**config.mk**
```make
export PLATFORM = sky130hd
export DESIGN_NAME = tl_rr_arbiter3
export DESIGN_NICKNAME = d
export VERILOG_FILES = /design/src/rtl/tl_arb_pkg.sv /design/src/rtl/rr_pick3.sv /design/src/rtl/tl_rr_arbiter3.sv
export SDC_FILE = /design/constraint.sdc
export NUM_CORES = 1
export LEC_CHECK = 0
export BUFFER_PORTS_ARGS = -buffer_cell sky130_fd_sc_hd__buf_2
export CELL_PAD_IN_SITES_DETAIL_PLACEMENT = 2
export CELL_PAD_IN_SITES_GLOBAL_PLACEMENT = 2
export CORE_MARGIN = 8
export CORE_UTILIZATION = 11
export CTS_CLUSTER_DIAMETER = 40
export DETAILED_ROUTE_END_ITERATION = 10
export PLACE_DENSITY_LB_ADDON = 0.1
export SLEW_MARGIN = 20
export SYNTH_ARGS = -nofsm -noshare
export SYNTH_HDL_FRONTEND = slang
export SYNTH_SLANG_ARGS = --single-unit
export TNS_END_PERCENT = 20
```
**constraint.sdc**
```tcl
create_clock -name clock -period 4.2 [get_ports clock]
set_input_delay 0.84 -clock clock [delete_from_list [all_inputs] [get_ports clock]]
set_output_delay 0.84 -clock clock [all_outputs]
set_load 0.02 [all_outputs]
```
**src/rtl/tl_arb_pkg.sv**
```systemverilog
// Shared types and helpers for the three-source channel arbiters.
// Provides the arbiter state encoding and the mod-3 pointer and one-hot helpers.
package tl_arb_pkg;

  localparam int N_SRC = 3;

  typedef enum logic {
    IDLE  = 1'b0,
    BURST = 1'b1
  } arb_state_e;

  // Advance a source index modulo 3; the unused code 3 folds back to 0.
  function automatic logic [1:0] rr_next(input logic [1:0] idx);
    return (idx >= 2'd2) ? 2'd0 : idx + 2'd1;
  endfunction

  function automatic logic [2:0] onehot3(input logic [1:0] idx);
    logic [2:0] oh;
    case (idx)
      2'd0:    oh = 3'b001;
      2'd1:    oh = 3'b010;
      2'd2:    oh = 3'b100;
      default: oh = 3'b000;
    endcase
    return oh;
  endfunction

endpackage

```
**src/rtl/rr_pick3.sv**
```systemverilog
// Combinational priority-rotated picker: first valid source scanning prio,
// prio+1, prio+2 (mod 3). Shared by the channel arbiters.
module rr_pick3
  import tl_arb_pkg::*;
(
  input  logic [2:0] valid,
  input  logic [1:0] prio,
  output logic [1:0] idx,
  output logic       any
);

  always_comb begin
    logic [1:0] cand;
    logic       found;
    // NOTE: every variable gets a default before any branch; a path that
    // leaves one unassigned would infer a latch.
    idx   = 2'd0;
    found = 1'b0;
    cand  = (prio == 2'd3) ? 2'd0 : prio;
    for (int k = 0; k < 3; k++) begin
      if (!found && valid[cand]) begin
        idx   = cand;
        found = 1'b1;
      end
      cand = rr_next(cand);
    end
  end

  assign any = |valid;

endmodule

```
**src/rtl/tl_rr_arbiter3.sv**
```systemverilog
// Three-source round-robin arbiter with burst locking and zero-latency grant
// in front of a shared downstream channel.
module tl_rr_arbiter3
  import tl_arb_pkg::*;
#(
  parameter int DATA_W = 64,
  parameter int N_SRC  = 3
) (
  input  logic                    clock,
  input  logic                    reset,
  input  logic [N_SRC-1:0]        in_valid,
  input  logic [N_SRC-1:0]        in_last,
  input  logic [N_SRC*DATA_W-1:0] in_data,
  output logic [N_SRC-1:0]        in_ready,
  output logic                    out_valid,
  output logic                    out_last,
  output logic [DATA_W-1:0]       out_data,
  output logic [N_SRC-1:0]        out_sel,
  input  logic                    out_ready,
  output logic                    locked
);

  if (N_SRC != 3) begin : g_bad_n_src
    $error("tl_rr_arbiter3 supports N_SRC == 3 only");
  end

  arb_state_e state_q, state_d;
  logic [1:0] prio_q, prio_d;
  logic [1:0] lock_idx_q, lock_idx_d;
  logic       pend_q, pend_d;
  logic [1:0] pend_idx_q, pend_idx_d;

  logic [1:0] pick_idx;
  logic       pick_any;
  logic [1:0] cand_idx;
  logic [2:0] sel;
  logic       fire;

  rr_pick3 u_pick (
    .valid (in_valid),
    .prio  (prio_q),
    .idx   (pick_idx),
    .any   (pick_any)
  );

  // A stalled IDLE candidate is held like a lock so a later, higher-priority
  // arrival cannot pre-empt a beat the downstream has already seen offered.
  assign cand_idx = pend_q ? pend_idx_q : pick_idx;

  always_comb begin
    sel = 3'b000;
    if (reset) begin
      sel = 3'b000;
    end else if (state_q == BURST) begin
      sel = onehot3(lock_idx_q);
    end else if (pend_q || pick_any) begin
      sel = onehot3(cand_idx);
    end
  end

  always_comb begin
    out_data = '0;
    for (int i = 0; i < 3; i++) begin
      if (sel[i]) out_data = out_data | in_data[i*DATA_W +: DATA_W];
    end
  end

  assign out_sel   = sel;
  assign out_valid = |(sel & in_valid);
  assign out_last  = |(sel & in_last);
  assign in_ready  = sel & {N_SRC{out_ready}};
  assign fire      = out_valid & out_ready;
  assign locked    = (state_q == BURST);

  always_comb begin
    state_d    = state_q;
    prio_d     = prio_q;
    lock_idx_d = lock_idx_q;
    pend_d     = pend_q;
    pend_idx_d = pend_idx_q;
    case (state_q)
      IDLE: begin
        if (fire) begin
          pend_d = 1'b0;
          if (out_last) begin
            prio_d = rr_next(cand_idx);
          end else begin
            state_d    = BURST;
            lock_idx_d = cand_idx;
          end
        end else if (out_valid) begin
          pend_d     = 1'b1;
          pend_idx_d = cand_idx;
        end
      end
      BURST: begin
        if (fire && out_last) begin
          state_d = IDLE;
          prio_d  = rr_next(lock_idx_q);
        end
      end
      default: state_d = IDLE;
    endcase
  end

  // NOTE: sequential state uses non-blocking assignments so every flop
  // samples the pre-edge values regardless of statement order.
  always_ff @(posedge clock or posedge reset) begin
    if (reset) begin
      state_q    <= IDLE;
      prio_q     <= 2'd0;
      lock_idx_q <= 2'd0;
      pend_q     <= 1'b0;
      pend_idx_q <= 2'd0;
    end else begin
      state_q    <= state_d;
      prio_q     <= prio_d;
      lock_idx_q <= lock_idx_d;
      pend_q     <= pend_d;
      pend_idx_q <= pend_idx_d;
    end
  end

`ifndef SYNTHESIS
  always_comb begin
    assert ($onehot0(sel)) else $error("tl_rr_arbiter3: out_sel not one-hot: %b", sel);
  end
`endif

endmodule

```
==> flow_summary.json, run 1 <==
{
  "crit_chain": "inv_1, ha_2, mux2i_1, o221ai_2, o31ai_1, a21oi_1, or3b_2, a21oi_4, buf_4, buf_12, a22oi_1, nand2_1, buf_2",
  "cap_violations": 0,
  "max-vdd-ir-drop_mv": 0.160,
  "dp_hpwl_um": 13400,
  "area_growth_pct": 101,
  "drc_errors": 0,
  "clockRootBuffer": "clkbuf_16",
  "num_vias": 3429,
  "synth_warnings": 0,
  "fin_crit_ns": 3.99,
  "grt_pass1_vias": 3947,
  "grt_max_degree": 51,
  "power_switching_w": 0.00138,
  "fp.dieH_um": 145,
  "period_share": 0.950,
  "crit_fanout": 20,
  "fillCellCount": 2061,
  "startpoint_type": "flop",
  "yosysSeqAreaShare": 0.109,
  "cts_inserted_buffers": 3,
  "drt-initial-drc-count": 103,
  "synth-seq-cells": 8,
  "seq_power_share": 0.071,
  "crit_arrival_ns": 3.15,
  "place.gp.congestion": 0.792,
  "drtPass1Iterations": 4,
  "cts_tree": "yes",
  "switching_share": 0.578,
  "powerDensity_nw_per_um2": 645,
  "min_path_type": "reg -> reg",
  "holdWs_ns": 0.508,
  "worstMarginPinSlew_ns": 0.514,
  "gr-total-overflow": 0,
  "p_clk_frac": 0.068,
  "pin_count": 274,
  "antenna_found_initial": 3,
  "p_leak_nw": 2.10,
  "clock_path_buffers": 2,
  "grt_usage": 0.141,
  "dieArea_sq_um": 21100,
  "ant_nets": 0,
  "cts.sinks": 8,
  "rsz0062_at_grt": "false",
  "drive_gt1_frac": 0.529,
  "cp.required_ns": 3.36,
  "grt_pass1_wl_um": 23600,
  "pwr-share-comb": 0.861,
  "drt-total-wl_um": 16100,
  "netlist_area_sq_um": 1840,
  "rows": 47,
  "power_w": 0.00238,
  "outcome": "completed",
  "end_kind": "output port",
  "clk-insertion-delay-late_ns": 0.23,
  "setup_viol": 0,
  "cts.htree.levels": 1,
  "slew_viol_final": 0,
  "path_clk_slew_ns": 0.04,
  "setup-tns-final_ns": 0,
  "wire_per_inst_um": 20.3,
  "die_w_um": 145,
  "relSlewSlack": 0.654,
  "core-area_sq_um": 16500,
  "clock.fmax_mhz": 251,
  "synth_nets": 513,
  "worstSetupPathType": "reg -> out",
  "hold_viol_final": 0,
  "cp_slowest_stage_delay_ns": 0.50,
  "clock_skew_ns": 0.000944,
  "p_int_w": 0.00101,
  "port_buffers": 273,
  "final_nets": 780,
  "synthesis.instances": 308,
  "slowest_stage": "or3b_2",
  "routed_via_density": 4.32,
  "initial_utilization": 0.112,
  "ys_types": 41,
  "syn_area_per_cell_sq_um": 5.98
}
==> worst max-delay path: cells and delay by family (launching register included) <==
kind | cells | cell delay [ns]
simple gates | 2 | 0.59
mux | 1 | 0.24
compound gates | 5 | 0.81
fa+ha+maj | 1 | 0.25
flops | 1 | 0.42
buf+inv | 4 | 0.59
==> cell usage in the layout, fill, tap and decap left out, drive strengths merged, types with 3 or more instances in the layout <==
cell    Yosys  final
buf        10    285
a22oi      64     64
dfrtp       8      8
nand3       3      3
nor2        5      5
a31oi       4      4
mux2        7      7
and2        4      4
nand2     137    137
inv         6      6
mux2i       4      4
nor2b       4      4
ha          4      4
a21oi       3      3
o21ai       6      6
clkbuf     15      5
==> cell type report <==
type	count	area (sq um)	share of cell area
antenna	1	2.50	0.000677
clock buffer	3	75.1	0.0203
inverter	6	22.5	0.00609
multi-input combinational	269	1550	0.420
sequential	8	200	0.0542
tap	220	275	0.0745
timing repair buffer	287	1570	0.425
==> per-stage QoR <==
step	setup WS (ns)	util	area [sq um]	instances
after floorplan	0.376	-	1840	308
after global placement	0.276	0.215	3530	784
after detailed placement	0.232	0.215	3530	784
after CTS	0.0414	0.219	3610	787
after global routing	0.0133	0.224	3700	794
final	0.208	0.224	3700	794
==> final timing paths <==
path	from	to	slack (ns)	cells past startpoint
max	prio_q[1]	out_data[42]	0.21	13
min	pend_idx_q[1]	pend_idx_q[1]	0.51	1
max reg2reg	prio_q[1]	pend_idx_q[0]	0.79	11
min reg2reg	pend_idx_q[1]	pend_idx_q[1]	0.51	1
max in group asynchronous	reset	lock_idx_q[1]	3.22	2
min in group asynchronous	reset	pend_q	0.71	2
==> per-layer routing <==
| layer | track usage | routed length (um) | share of wire | up-vias |
|---|---|---|---|---|
| li1 | - | - | - | 1630 |
| met1 | 0.141 | 5840 | 0.36 | 1632 |
| met2 | 0.276 | 8840 | 0.55 | 151 |
| met3 | 0.0473 | 1230 | 0.076 | 12 |
| met4 | 0.0260 | 168 | 0.010 | 4 |
| met5 | 0 | 27 | 0.0017 | - |
==> what timing repair did <==
| item | in CTS | in global routing |
|---|---|---|
| endpoints found under the setup margin | 0 | 64 |
| endpoints found under the hold margin | 0 | 0 |
| setup buffers | 0 | 4 |
| hold buffers | 0 | 0 |
| gates resized for setup | 0 | 3 |
==> synthesized netlist by cell type, drive strengths merged <==
cell / n / share of area
a22oi: 64 / 0.26
ha: 4 / 0.027
o211ai: 1 / 0.0041
and2: 4 / 0.014
nor2: 5 / 0.010
nand2: 137 / 0.28
nor3: 2 / 0.0054
nor4: 2 / 0.0068
nand3: 3 / 0.0081
a31o: 1 / 0.0048
o21ai: 6 / 0.016
inv: 6 / 0.012
a21oi: 3 / 0.0081
a222oi: 1 / 0.0054
nand2b: 2 / 0.0068
a32oi: 2 / 0.0095
o221ai: 1 / 0.0081
dfrtp: 8 / 0.11
o2111ai: 1 / 0.0048
or3: 1 / 0.0034
a211oi: 1 / 0.0041
o22ai: 1 / 0.0034
or2: 1 / 0.0034
nor2b: 4 / 0.014
or3b: 2 / 0.0095
mux2: 7 / 0.043
a31oi: 4 / 0.017
o31ai: 1 / 0.0041
nand3b: 1 / 0.0041
buf: 10 / 0.025
o41ai: 1 / 0.0088
o21a: 1 / 0.0041
or4: 1 / 0.0041
clkbuf: 15 / 0.031
mux2i: 4 / 0.022
==> kinds of logic (layout without fill, tap and decap cells) <==
group                      count (synthesis)  after routing  share of synthesized area
buffers and inverters                     31            296                     0.0679
and+or+nand+nor                          165            165                      0.368
DFF                                        8              8                      0.109
other                                      0              1                          0
muxes                                     11             11                     0.0645
AOI/OAI and AO/OA                         89             89                      0.363
adders and majority gates                  4              4                     0.0272
==> power by group through the flow <==
stage	registers, W	clock network (W)	logic (W)
after floorplan	0.000141	0	0.00119
after global placement	0.000167	0	0.00197
after detailed placement	0.000170	0	0.00200
after CTS	0.000170	0.000167	0.00201
after global routing	0.000181	0.000170	0.00223
final	0.000169	0.000162	0.00205
Power figures use the tool's default switching activity.
==> run 2, diff against run 1 <==
- CAP_MARGIN: default -> 20
- CORE_UTILIZATION: 11 -> 12
- SYNTH_HIERARCHICAL: default -> 1
==> run 2 against run 1 <==
Net effect: via count shrank 4.1%; sequential share of layout area is essentially flat; worst setup slack gained 0.0072 ns; wire length grew 3.0%; die area shrank 8.0%; clock-buffer cell count is the same; final cell count shrank 12%; synthesized cell count shrank 21%; worst hold slack gained 0.022 ns; power grew 5.7%; critical path type unchanged; design area shrank 0.68%; synthesized area shrank 0.75%.
==> flow_summary.json, run 2 <==
{
  "p_clk_frac": 0.063,
  "crit_top_cell": "inv_1",
  "drtPass1Iterations": 8,
  "gr-total-overflow": 0,
  "synthesis.instances": 242,
  "synth-seq-cells": 8,
  "layout_commonest_cell": "buf_2",
  "synth-main-ff-cell": "dfrtp_1",
  "p_int_w": 0.00110,
  "initial_utilization": 0.122,
  "crit_fanout": 24,
  "switching_share": 0.562,
  "synth_common_cells": "inv_1, a222oi_1, buf_2, clkbuf_1, dfrtp_1",
  "seq_power_share": 0.068,
  "wire_per_inst_um": 23.7,
  "fin_crit_ns": 3.98,
  "place.gp.congestion": 0.832,
  "end_kind": "output port",
  "netlist_area_sq_um": 1830,
  "fp.dieH_um": 139,
  "worstSetupPathType": "reg -> out",
  "dieArea_sq_um": 19400,
  "ys_types": 48,
  "clk-insertion-delay-late_ns": 0.23,
  "outcome": "completed",
  "clock_path_buffers": 2,
  "grt_pass1_vias": 3459,
  "synth_edf_count": 0,
  "synthTopCellsByArea": "a222oi_1, inv_1, dfrtp_1",
  "drive_gt1_frac": 0.612,
  "p_leak_nw": 2.32,
  "yosysSeqAreaShare": 0.110,
  "met2_length_um": 8650,
  "power_switching_w": 0.00141,
  "wl_met1_um": 6260,
  "async_reset_ff_frac": 1.00,
  "cts.htree.levels": 1,
  "grt_usage": 0.149,
  "path_clk_slew_ns": 0.03,
  "slew_viol_final": 0,
  "stdcell_count": 700,
  "clock.fmax_mhz": 251,
  "synthDominantCellAreaShare": 0.350,
  "clock_skew_ns": 0.00251,
  "dp_hpwl_um": 13200,
  "synth_warnings": 6,
  "die_w_um": 139,
  "setup_viol": 0,
  "drc_errors": 0,
  "period_share": 0.949,
  "dr.max_layer_used": "met4",
  "cap_violations": 0,
  "postCtsHoldBufs": 0,
  "drt-total-wl_um": 16600,
  "syn_area_per_cell_sq_um": 7.55,
  "grt_pass1_wl_um": 22600,
  "antenna_found_initial": 2,
  "postPlaceCellArea_sq_um": 3420,
  "crit_chain": "inv_1, ha_1, inv_1, and3_2, o221a_2, or3b_4, a21oi_4, nand2_1, a21oi_4, buf_12, buf_12, a222oi_1, inv_1, buf_2",
  "synth_nets": 446,
  "routed_via_density": 4.70,
  "final_nets": 714,
  "crit_arrival_ns": 3.14,
  "pwr-share-comb": 0.869,
  "area_growth_pct": 101,
  "cts_inserted_buffers": 3,
  "slowest_stage": "or3b_4",
  "rows": 45,
  "core-area_sq_um": 15000,
  "synth.most_common_cell": "inv_1",
  "drt-initial-drc-count": 318,
  "min_path_type": "reg -> reg",
  "num_vias": 3289,
  "final_area_sq_um": 3670,
  "worstMarginPinSlew_ns": 0.522,
  "ant_nets": 0,
  "max-vdd-ir-drop_mv": 0.357,
  "yosysTopAreaCell": "a222oi_1",
  "grt_max_degree": 57,
  "cp.required_ns": 3.36,
  "dp.cells": 686,
  "port_buffers": 273,
  "clockRootBuffer": "clkbuf_16",
  "cts.sinks": 8,
  "final_cell_mix": "buf_2, inv_1, a222oi_1",
  "dr_wl_met3_um": 1490,
  "hold_viol_final": 0,
  "cts_tree": "yes",
  "startpoint_type": "flop",
  "cp_slowest_stage_delay_ns": 0.41,
  "relSlewSlack": 0.646,
  "powerDensity_nw_per_um2": 686,
  "pin_count": 274
}
-- run 2: changes by cell type in the layout (fill, tap and decap cells not counted), moves of 3 or more --
cell / before / now
nand2b_1: 2 / 5
inv_1: 6 / 72
a31oi_1: 3 / 0
a22oi_1: 64 / 0
nand2_1: 137 / 6
buf_4: 7 / 2
diode_2: 1 / 4
a222oi_1: 1 / 64
buf_6: 0 / 3
-- run 2: kinds of logic after synthesis --
group                    Yosys count  synth area share
flip-flops                         8             0.110
AND/OR/NAND/NOR                   34             0.120
adder cells (fa/ha/maj)            3            0.0205
AO/OA/AOI/OAI                     90             0.462
multiplexers                      11            0.0719
buffers and inverters             96             0.216
-- run 2: final timing paths --
path                       slack (ns)            end           from  depth (start not counted)
min in group asynchronous        0.70      async pin          reset                          2
setup reg to reg                 1.13      prio_q[1]      prio_q[0]                         11
hold / removal                   0.53  pend_idx_q[1]  pend_idx_q[1]                          1
max in group asynchronous        3.25      prio_q[1]          reset                          2
hold reg to reg                  0.53  pend_idx_q[1]  pend_idx_q[1]                          1
setup / recovery                 0.22   out_data[29]      prio_q[0]                         14
-- run 2: timing repair --
item | in CTS | in global routing
endpoints found under the hold margin | 0 | 0
setup buffers | 0 | 2
resized for setup | 0 | 6
endpoints found under the setup margin | 0 | 64
-- run 2: layout make-up --
type / instances / area [sq um]
Antenna cell: 4 / 10.0
Clock buffer: 3 / 75.1
Fill cell: 1815 / 11400
Inverter: 72 / 270
Multi-Input combinational cell: 138 / 1270
Sequential cell: 8 / 200
Tap cell: 188 / 235
Timing Repair Buffer: 287 / 1610
-- run 2: metrics by stage --
| step | worst slack [ns] | power [W] | utilization | TNS [ns] | hold WS, ns |
|---|---|---|---|---|---|
| after floorplan | 0.585 | 0.00144 | - | 0 | 0.481 |
| after global placement | 0.291 | 0.00218 | 0.228 | 0 | 0.521 |
| after detailed placement | 0.246 | 0.00219 | 0.228 | 0 | 0.528 |
| after CTS | 0.122 | 0.00236 | 0.233 | 0 | 0.535 |
| after global routing | -0.0288 | 0.00272 | 0.244 | -0.113 | 0.556 |
| final | 0.215 | 0.00252 | 0.244 | 0 | 0.531 |
-- run 2: per-layer routing --
layer / up-vias / global-route usage
met5: - / 0
met4: 0 / 0.0289
met3: 12 / 0.0434
met2: 181 / 0.276
met1: 1598 / 0.165
li1: 1498 / -
-- run 2: critical path: cells and delay by family (launching register included) --
family | cells | cell delay (ns)
AOI/OAI and AO/OA | 4 | 0.76
and+or+nand+nor | 3 | 0.73
buffers and inverters | 6 | 0.66
DFF | 1 | 0.39
adders and majority gates | 1 | 0.34
-- run 2: power groups by stage --
| stage | clock, W | combinational (W) | sequential, W |
|---|---|---|---|
| 2_1_floorplan | 0 | 0.00131 | 0.000135 |
| 3_3_place_gp | 0 | 0.00201 | 0.000169 |
| 3_5_place_dp | 0 | 0.00202 | 0.000170 |
| 4_1_cts | 0.000162 | 0.00203 | 0.000171 |
| 5_1_grt | 0.000165 | 0.00238 | 0.000181 |
| 6_report | 0.000158 | 0.00219 | 0.000172 |
